## src/rtl/alu_seq_if.sv

```systemverilog
// alu_seq_if: start/busy/done operation bus between the execute-stage issuer and alu_seq.
// Latency: none, wires only.
// Backpressure: the issuer must not expect a request to be taken while busy is high.
// Ports: start, funct, src1, src2, shamt (issuer to unit); result, carry, busy, done (unit to issuer).
interface alu_seq_if;
    logic        start;
    logic [5:0]  funct;
    logic [31:0] src1;
    logic [31:0] src2;
    logic [4:0]  shamt;
    logic [31:0] result;
    logic        carry;
    logic        busy;
    logic        done;

    modport master (
        output start, funct, src1, src2, shamt,
        input  result, carry, busy, done
    );

    modport slave (
        input  start, funct, src1, src2, shamt,
        output result, carry, busy, done
    );
endinterface

```

## src/rtl/alu_seq.sv

```systemverilog
// alu_seq: multi-cycle ADDU/SUBU/SLL/SLLV execution unit for the execute stage.
// Latency: 1 cycle for ADDU, SUBU, unknown funct and zero shifts; k+1 cycles for a shift by k (max 32).
// Backpressure: busy is high during a shift; start is ignored (not queued) while busy.
// Ports: clk, rst (sync active-high); io (slave side of alu_seq_if) carries the operation and result.
module alu_seq (
    input  logic         clk,
    input  logic         rst,
    alu_seq_if.slave     io
);

    localparam logic [5:0] F_ADDU = 6'b001001;
    localparam logic [5:0] F_SUBU = 6'b001010;
    localparam logic [5:0] F_SLL  = 6'b100001;
    localparam logic [5:0] F_SLLV = 6'b110101;

    typedef enum logic {
        IDLE  = 1'b0,
        SHIFT = 1'b1
    } state_t;

    state_t      state_q, state_d;
    logic [4:0]  cnt_q, cnt_d;
    logic [31:0] work_q, work_d;
    logic [31:0] result_q, result_d;
    logic        carry_q, carry_d;
    logic        done_q, done_d;
    logic [4:0]  amt;

    always_ff @(posedge clk) begin
        if (rst) begin
            state_q  <= IDLE;
            cnt_q    <= 5'd0;
            work_q   <= 32'd0;
            result_q <= 32'd0;
            carry_q  <= 1'b0;
            done_q   <= 1'b0;
        end else begin
            state_q  <= state_d;
            cnt_q    <= cnt_d;
            work_q   <= work_d;
            result_q <= result_d;
            carry_q  <= carry_d;
            done_q   <= done_d;
        end
    end

    always_comb begin
        state_d  = state_q;
        cnt_d    = cnt_q;
        work_d   = work_q;
        result_d = result_q;
        carry_d  = carry_q;
        done_d   = 1'b0;
        amt      = (io.funct == F_SLL) ? io.shamt : io.src1[4:0];

        case (state_q)
            IDLE: begin
                if (io.start) begin
                    case (io.funct)
                        F_ADDU: begin
                            {carry_d, result_d} = {1'b0, io.src1} + {1'b0, io.src2};
                            done_d = 1'b1;
                        end
                        F_SUBU: begin
                            result_d = io.src1 - io.src2;
                            carry_d  = (io.src1 < io.src2);
                            done_d   = 1'b1;
                        end
                        F_SLL, F_SLLV: begin
                            if (amt == 5'd0) begin
                                // Zero shift completes like an ALU op, no SHIFT visit.
                                result_d = io.src2;
                                carry_d  = 1'b0;
                                done_d   = 1'b1;
                            end else begin
                                state_d = SHIFT;
                                cnt_d   = amt;
                                work_d  = io.src2;
                            end
                        end
                        default: begin
                            result_d = 32'd0;
                            carry_d  = 1'b0;
                            done_d   = 1'b1;
                        end
                    endcase
                end
            end
            SHIFT: begin
                work_d = work_q << 1;
                cnt_d  = cnt_q - 5'd1;
                // Last step: publish the final shifted value directly so result
                // lands in the same cycle busy drops.
                if (cnt_q == 5'd1) begin
                    result_d = work_q << 1;
                    carry_d  = 1'b0;
                    done_d   = 1'b1;
                    state_d  = IDLE;
                end
            end
            default: state_d = IDLE;
        endcase
    end

    assign io.result = result_q;
    assign io.carry  = carry_q;
    assign io.busy   = (state_q == SHIFT);
    assign io.done   = done_q;

endmodule

```

## src/flat_wrapper.sv

```systemverilog
// flat-port wrapper written by rule: the top's interface ports become plain ports
module alu_seq_flat 
  (clk, rst, io_start, io_funct, io_src1, io_src2, io_shamt, io_result, io_carry, io_busy, io_done);
  alu_seq_if io_i ();
  input  logic clk;
  input  logic rst;
  input wire logic [$bits(io_i.start)-1:0] io_start;
  input wire logic [$bits(io_i.funct)-1:0] io_funct;
  input wire logic [$bits(io_i.src1)-1:0] io_src1;
  input wire logic [$bits(io_i.src2)-1:0] io_src2;
  input wire logic [$bits(io_i.shamt)-1:0] io_shamt;
  output wire logic [$bits(io_i.result)-1:0] io_result;
  output wire logic [$bits(io_i.carry)-1:0] io_carry;
  output wire logic [$bits(io_i.busy)-1:0] io_busy;
  output wire logic [$bits(io_i.done)-1:0] io_done;
  assign io_i.start = io_start;
  assign io_i.funct = io_funct;
  assign io_i.src1 = io_src1;
  assign io_i.src2 = io_src2;
  assign io_i.shamt = io_shamt;
  assign io_result = io_i.result;
  assign io_carry = io_i.carry;
  assign io_busy = io_i.busy;
  assign io_done = io_i.done;
  alu_seq u_core (.clk(clk), .rst(rst), .io(io_i));
endmodule
```

## config.mk

```make
export PLATFORM = sky130hd
export DESIGN_NAME = alu_seq_flat
export DESIGN_NICKNAME = d
export VERILOG_FILES = /design/src/rtl/alu_seq_if.sv /design/src/rtl/alu_seq.sv /design/src/flat_wrapper.sv
export SDC_FILE = /design/constraint.sdc
export NUM_CORES = 1
export LEC_CHECK = 0
export BUFFER_PORTS_ARGS = -buffer_cell sky130_fd_sc_hd__clkbuf_2
export CORE_MARGIN = 4
export CORE_UTILIZATION = 35
export DETAILED_ROUTE_END_ITERATION = 12
export GPL_TIMING_DRIVEN = 0
export HOLD_SLACK_MARGIN = 0.15
export PLACE_DENSITY_LB_ADDON = 0.05
export REMOVE_ABC_BUFFERS = 1
export SETUP_SLACK_MARGIN = 0.3
export SLEW_MARGIN = 20
export SYNTH_ARGS = -nofsm -noshare
export SYNTH_HDL_FRONTEND = slang
export SYNTH_SLANG_ARGS = --single-unit
```

## constraint.sdc

```tcl
create_clock -name clk -period 3.5 [get_ports clk]
set_input_delay 0.35 -clock clk [delete_from_list [all_inputs] [get_ports clk]]
set_output_delay 0.35 -clock clk [all_outputs]
set_load 0.05 [all_outputs]
```

Word-level counts from Yosys, hierarchy flattened:

Index checks and enable logic that the tools add are counted.
W data, S select, Z words.

* $lt $le $gt $ge: 1
* reductions and logical operators: 4
* bitwise gates (word level): 1
* equality and inequality tests: 10
* add/subtract/negate cells: 3
* div/mod/pow operators: 0
* shift operators: 0
* mux-type cells: 29
* multiply operators: 0

Operators by type and width (number)
* $mux W32: 3
* $pmux W32 S3: 1
* $mux W31: 3
* $pmux W32 S2: 1
* $pmux W31 S2: 1
* $add A32 B32 Y33: 1
* $lt A32 B32 Y1: 1
* $sub A32 B32 Y32: 1
* $mux W5: 4
* $eq A6 B4 Y1 const B: 2
* $eq A6 B6 Y1 const B: 2
* $mux W1: 11
* $pmux W5 S2: 1
* $ne A2 B2 Y1 const B: 4
* $pmux W1 S2: 3
* $reduce_and A3 Y1: 2
* $eq A5 B1 Y1 const B: 1
* $logic_not A5 Y1: 1
* $sub A5 B1 Y5 const B: 1
* $ne A3 B2 Y1 const B: 1
* $pmux W1 S3: 1
* $reduce_or A2 Y1: 1
* $not A1 Y1: 1

* memories kept: 0
* latch bits: 0
* output and inout bits: 35
* logic and storage cells: 54
* bits in registers: 71
* memory bits (read-only): 0
* input port bits: 78
* RAM bits: 0

Longest topological paths before layout:

Gate-level depths: netlist of run 1.

* word-level depth: 7
* gate-level depth with buffers: 12
* mapped depth without buffers: 12

Least setup slack after synthesis of run 1:

Ideal clock, no wire load.

* path type: input port to flip-flop
* from: input io_src2[14]
* to: register u_core.result_q[27] (netlist: u_core.io.result[27])
* stages: 11
* data arrival time: 2.600 ns
* setup slack: 0.766 ns
* setup time: 0.134 ns
* cells stage by stage: inv_1 ha_1 nand2b_1 a221oi_2 o41ai_1 o31ai_2 a221oi_2 a2111oi_2 mux2_1 a211oi_1 o22ai_1

* longest elaborated chain between the ends: 4
* elaborated cells on any way between the ends: 5

RTL lines
* start, declared: RTL line flat_wrapper.sv:10 `input wire logic [$bits(io_i.src2)-1:0] io_src2;`
* $sub A32 B32 Y32 or $add A32 B32 Y33 (tied branches): RTL line alu_seq.sv:65, alu_seq.sv:61
* $pmux W32 S3 (*): RTL line alu_seq.sv:59 `case (io.funct)`
* $mux W32 (*): RTL line alu_seq.sv:58 `if (io.start) begin`
* $pmux W32 S2 (*): RTL line alu_seq.sv:56 `case (state_q)`
* end signal, assigned: RTL line alu_seq.sv:41 `result_q <= result_d;`
* end, declared: RTL line alu_seq.sv:24 `logic [31:0] result_q, result_d;`

Every way passes the cells marked *; elsewhere a longest branch is shown, timed or not. The select of a mux whose other input is x is not followed.
A chain may end at the register's enable or synchronous reset.

Worst setup path after layout of run 1:

* from: input io_src2[14]
* to: register u_core.result_q[31] (netlist: u_core.io.result[31])

The elaborated chain is that of the path after synthesis.

==> results of run 1 <==
[report_power, final]
part	total (mW)	internal, mW	switching, mW	leakage (nW)
clock	1.09	0.685	0.401	0.165
combinational	0.895	0.321	0.573	2.81
sequential	0.834	0.823	0.0111	0.576
[registers in the layout, indices dropped and copies added (netlist names)]
register and count:
u_core.cnt_q 5, u_core.io.busy 1, u_core.io.carry 1, u_core.io.done 1
u_core.io.result 32, u_core.work_q 31
[routing by layer]
layer | GRT usage | up-vias
met5 | 0 | -
met4 | 0.0577 | 0
li1 | - | 3910
met1 | 0.323 | 3829
met2 | 0.373 | 231
met3 | 0.0277 | 24
[cell type report]
type,instances,area [sq um]
Multi-Input combinational cell,790,5420
Inverter,69,259
Clock buffer,12,267
Tap cell,270,338
Timing Repair Buffer,126,779
Clock inverter,4,76.3
Sequential cell,71,1430
Fill cell,2193,11900
[critical path: stages]
cell and delay (ns):
clkbuf_2 0.12, inv_1 0.05, ha_2 0.48, nand2b_1 0.17, a221oi_2 0.07, o41ai_1 0.45, o31ai_2 0.14, a221oi_2 0.41
a2111oi_4 0.18, a311oi_1 0.41, mux2_1 0.37, nand2_1 0.07
[Yosys cell counts, types with 14 or more instances]
cell      count  area share
nand2_1      52       0.027
clkbuf_1     46       0.024
o21bai_1     16       0.016
a221oi_1     14       0.017
inv_1        66       0.034
ha_1         67        0.11
nand3_1      26       0.018
a31oi_1      14       0.012
a222oi_1     33       0.045
o22ai_1      18       0.015
o21ai_0      36       0.025
a21o_1       15       0.015
nor2_1      128       0.065
a21oi_1     110       0.075
a211oi_1     17       0.017
nor3_1       28       0.019
dfxtp_1      71        0.19
buf_2        20       0.014
[repair_timing]
action,CTS,global route
resized for setup,1,12
buffers inserted,0,3
endpoints found under the setup margin,1,8
pin swaps,0,5
[worst paths after layout]
path                                          start                   end  depth (start not counted)
worst min-delay path                    io_src2[24]  u_core.io.result[24]                          3
worst max-delay path                    io_src2[14]  u_core.io.result[31]                         12
worst min register to register  u_core.io.result[4]   u_core.io.result[4]                          2
worst max register to register       u_core.io.busy  u_core.io.result[17]                          7
[cell families (layout without fill, tap and decap cells)]
kind of cell / count (synthesis) / in the layout / share of synthesized area
AO/OA/AOI/OAI: 371 / 371 / 0.361
XOR/XNOR: 13 / 13 / 0.0155
adder cells (fa/ha/maj): 69 / 69 / 0.120
buffers and inverters: 140 / 211 / 0.0770
flip-flops: 71 / 71 / 0.194
multiplexers: 11 / 11 / 0.0159
AND/OR/NAND/NOR: 326 / 326 / 0.217
==> results_dict.tcl, run 1 <==
set metrics [dict create \
    outcome "finished clean" \
    cts.clk_slew.worst_paths_ns 0.06 \
    die_area_sq_um 23400 \
    wl_per_cell_um 20.7 \
    postCtsHoldBufs 0 \
    grt_pass1_vias 7614 \
    crit_required_ns 3.79 \
    end_kind "flip-flop" \
    synth_cells 1001 \
    drt_pass1_iterations 7 \
    die_h_um 153 \
    drive_gt1_frac 0.182 \
    dp_worst_setup_slack_ns -0.134 \
    routed.top_layer "met4" \
    fin_total_pwr_mw 2.81 \
    tightest_slew_ns 0.945 \
    crit_fanout 15 \
    utilization 0.419 \
    initial_utilization 0.359 \
    synth_edf_count 0 \
    wl_met1_um 13100 \
    dp.cells 1323 \
    final_nets 1214 \
    setup_viol 0 \
    route.met2.wl_um 12900 \
    htree_levels 3 \
    max_cap_viol_count 0 \
    cellPowerDensity_nw_per_um2 329 \
    cts_buffer_depth 2 \
    syn_area_per_cell_sq_um 7.33 \
    num_antenna_cells 0 \
    post_dp_cell_area_sq_um 8160 \
    die_w_um 153 \
    synth.cell_area_sq_um 7340 \
    cts_buffers 9 \
    setup_tns_ns 0 \
    synthFlopType "dfxtp_1" \
    design_area_sq_um 8570 \
    finClkSkew_ns 0.00680 \
    grt-ovfl-total 0 \
    vias 7994 \
    finalWorstPathRequiredPeriod_ns 3.01 \
    synthArstFlopShare 0 \
    ir_drop_uv 237 \
    areaGrowthSynthToFinish_pct 16.7 \
    fmax_ghz 0.333 \
    antenna_found_initial 0 \
    ant_nets 0 \
    clock_sinks 71 \
    clk_latency_ns 0.35 \
    yosys_warnings 0 \
    ys_types 88 \
    finalHoldViolCount 0 \
    vias_per_cell 5.96 \
    layout_setup_ws_ns 0.494 \
    coreArea_sq_um 20400 \
    hp-class "input port to flip-flop" \
    io_buffers 112 \
    arrival_ns 3.30 \
    fin_cells 1342 \
    finalCritPeriodShare 0.859 \
    routed_wl_um 27800 \
    final_common_cell "nor2_1" \
    grt_max_degree 53 \
    rows 52 \
    cts_tree "done" \
    drv_slew 0 \
    cts_root_buf "clkbuf_16" \
    rsz0062_at_grt "true" \
    seq_area_frac_synth 0.194 \
    p_leak_nw 3.56 \
    critical_path_class "input port to flip-flop" \
    drtIter0Drc 637 \
    most-common-layout-cells "nor2_1, clkbuf_2, a21oi_1, dfxtp_1, inv_1" \
    grt_use_total 0.229 \
    route.detailed.drc 0 \
    fin_hold_ws_ns 0.302 \
    wl_met3_um 1320 \
    startpoint_type "input port" \
    relSlewSlack 0.368 \
    routabilityCongestion 0.880 \
    r2r_slack_ns 0.60 \
    hpwl_um 20400 \
    grt_pass1_wl_um 43700 \
    io_pins 113 \
    synth-seq-cells 71 \
]
Power figures use the tool's default switching activity.
==> run 2: changes to the inputs <==
--- a/config.mk
+++ b/config.mk
@@ -8,6 +8,8 @@
 export BUFFER_PORTS_ARGS = -buffer_cell sky130_fd_sc_hd__clkbuf_2
 export CORE_MARGIN = 4
 export CORE_UTILIZATION = 35
+export CTS_BUF_LIST = sky130_fd_sc_hd__clkbuf_2
+export CTS_CLUSTER_DIAMETER = 40
 export DETAILED_ROUTE_END_ITERATION = 12
 export GPL_TIMING_DRIVEN = 0
 export HOLD_SLACK_MARGIN = 0.15
==> results_dict.tcl, run 2 (synthesis gave the netlist of run 1 again) <==
set metrics [dict create \
    outcome "finished clean" \
    cts_tree "done" \
    p_leak_nw 3.63 \
    comb_power_share 0.393 \
    end_kind "flip-flop" \
    wl_per_cell_um 20.4 \
    swShare 0.406 \
    route.detailed.drc 0 \
    power_frac_seq 0.355 \
    most-common-layout-cells "nor2_1, clkbuf_2, a21oi_1, dfxtp_1" \
    final_nets 1251 \
    drive_gt1_frac 0.169 \
    drv_slew 0 \
    die_w_um 153 \
    drt_pass1_iterations 5 \
    hold_depth 5 \
    rsz0062_at_grt "true" \
    coreArea_sq_um 20400 \
    hpwl_um 20400 \
    areaGrowthSynthToFinish_pct 19.0 \
    finClkSkew_ns 0.0371 \
    p_sw_uw 956 \
    io_buffers 112 \
    tightest_slew_ns 0.990 \
    die_h_um 153 \
    clockPowerShare 0.251 \
    final_common_cell "nor2_1" \
    antenna_found_initial 1 \
    routed_wl_um 28200 \
    initial_utilization 0.359 \
    ant_nets 0 \
    vias_per_cell 5.88 \
    p_int_mw 1.40 \
    cts_buffers 9 \
    grt_use_total 0.232 \
    reg2reg_depth 7 \
    crit_fanout 10 \
    vias 8116 \
    cts_buffer_depth 2 \
    clk_latency_ns 0.60 \
    finalWorstPathRequiredPeriod_ns 3.10 \
    relSlewSlack 0.338 \
    cts.clk_slew.worst_paths_ns 0.24 \
    die_area_sq_um 23400 \
    largest_reg_flops 32 \
    fmax_ghz 0.323 \
    setup_viol 0 \
    arrival_ns 3.64 \
    finalHoldViolCount 0 \
    clock_sinks 71 \
    startpoint_type "input port" \
    layout_setup_ws_ns 0.403 \
    htree_levels 3 \
    cellPowerDensity_nw_per_um2 270 \
    rows 52 \
    drtIter0Drc 574 \
    ir_drop_uv 164 \
    grt_max_degree 53 \
    hp-class "input port to flip-flop" \
    max_cap_viol_count 0 \
    grt_pass1_wl_um 44200 \
    critical_path_class "input port to flip-flop" \
    crit_required_ns 4.05 \
    dp_worst_setup_slack_ns -0.134 \
    grt-ovfl-total 0 \
    cts_root_buf "clkbuf_2" \
    routabilityCongestion 0.880 \
    io_pins 113 \
    utilization 0.428 \
    grt_pass1_vias 7726 \
    finalCritPeriodShare 0.885 \
]
run 2: repair_timing:
item                                    in CTS  in global routing
buffers inserted                             0                  1
hold buffers                                39                  0
endpoints found under the setup margin       0                  7
resized for setup                            0                 10
hold endpoints to repair                    48                  0
run 2: area by class of cell:
class                      count  area (sq um)
sequential                    71          1430
fill                        2202         11700
clock inverter                 7          87.6
multi-input combinational    790          5430
tap                          270           338
clock buffer                   9          45.0
timing repair buffer         163          1150
inverter                      69           259
antenna                        1          2.50
run 2: routing by layer:
| metal | routed length (um) | GRT usage | vias to the layer above |
|---|---|---|---|
| met1 | 13500 | 0.326 | 3941 |
| met3 | 1150 | 0.0300 | 15 |
| met4 | 287 | 0.0424 | 0 |
| met5 | 0 | 0 | - |
| met2 | 13300 | 0.384 | 180 |
| li1 | - | - | 3980 |
run 2: path summary, 6_finish.rpt:
kind / start / endpoint / slack (ns)
hold reg to reg: u_core.io.result[4] / u_core.io.result[4] / 0.48
setup / recovery: io_src2[7] / u_core.io.carry / 0.40
setup reg to reg: u_core.io.busy / u_core.io.result[17] / 0.55
hold / removal: io_shamt[0] / u_core.cnt_q[0] / 0.20
run 2: worst max-delay path, stage by stage:
cell	delay (ns)
dlygate4sd3_1	0.52
clkbuf_2	0.13
inv_1	0.06
ha_1	0.42
a21oi_1	0.18
o21bai_1	0.09
a211oi_2	0.30
a31oi_2	0.19
o22ai_2	0.30
a21oi_1	0.14
nor3_1	0.42
o21ai_0	0.24
a311oi_1	0.28
run 2: power groups by stage:
stage                     clock network, mW  registers [mW]  logic [mW]
after floorplan                           0           0.892       0.552
after global placement                    0           0.855       0.863
after detailed placement                  0           0.853       0.870
after CTS                             0.615           0.837       0.908
after global routing                  0.644           0.840        1.02
final                                 0.592           0.837       0.926
run 2: through the flow:
| step | hold WS [ns] | power [mW] | std cells | cell area, sq um | TNS [ns] |
|---|---|---|---|---|---|
| after global placement | 0.444 | 1.72 | 1312 | 7930 | -101.49 |
| after CTS | 0.160 | 2.36 | 1378 | 8680 | 0 |
| final | 0.202 | 2.36 | 1380 | 8740 | 0 |
| after detailed placement | 0.450 | 1.72 | 1323 | 8160 | -0.134 |
| after global routing | 0.169 | 2.50 | 1380 | 8740 | 0 |
| after floorplan | 0.419 | 1.44 | 930 | 7030 | -0.0249 |
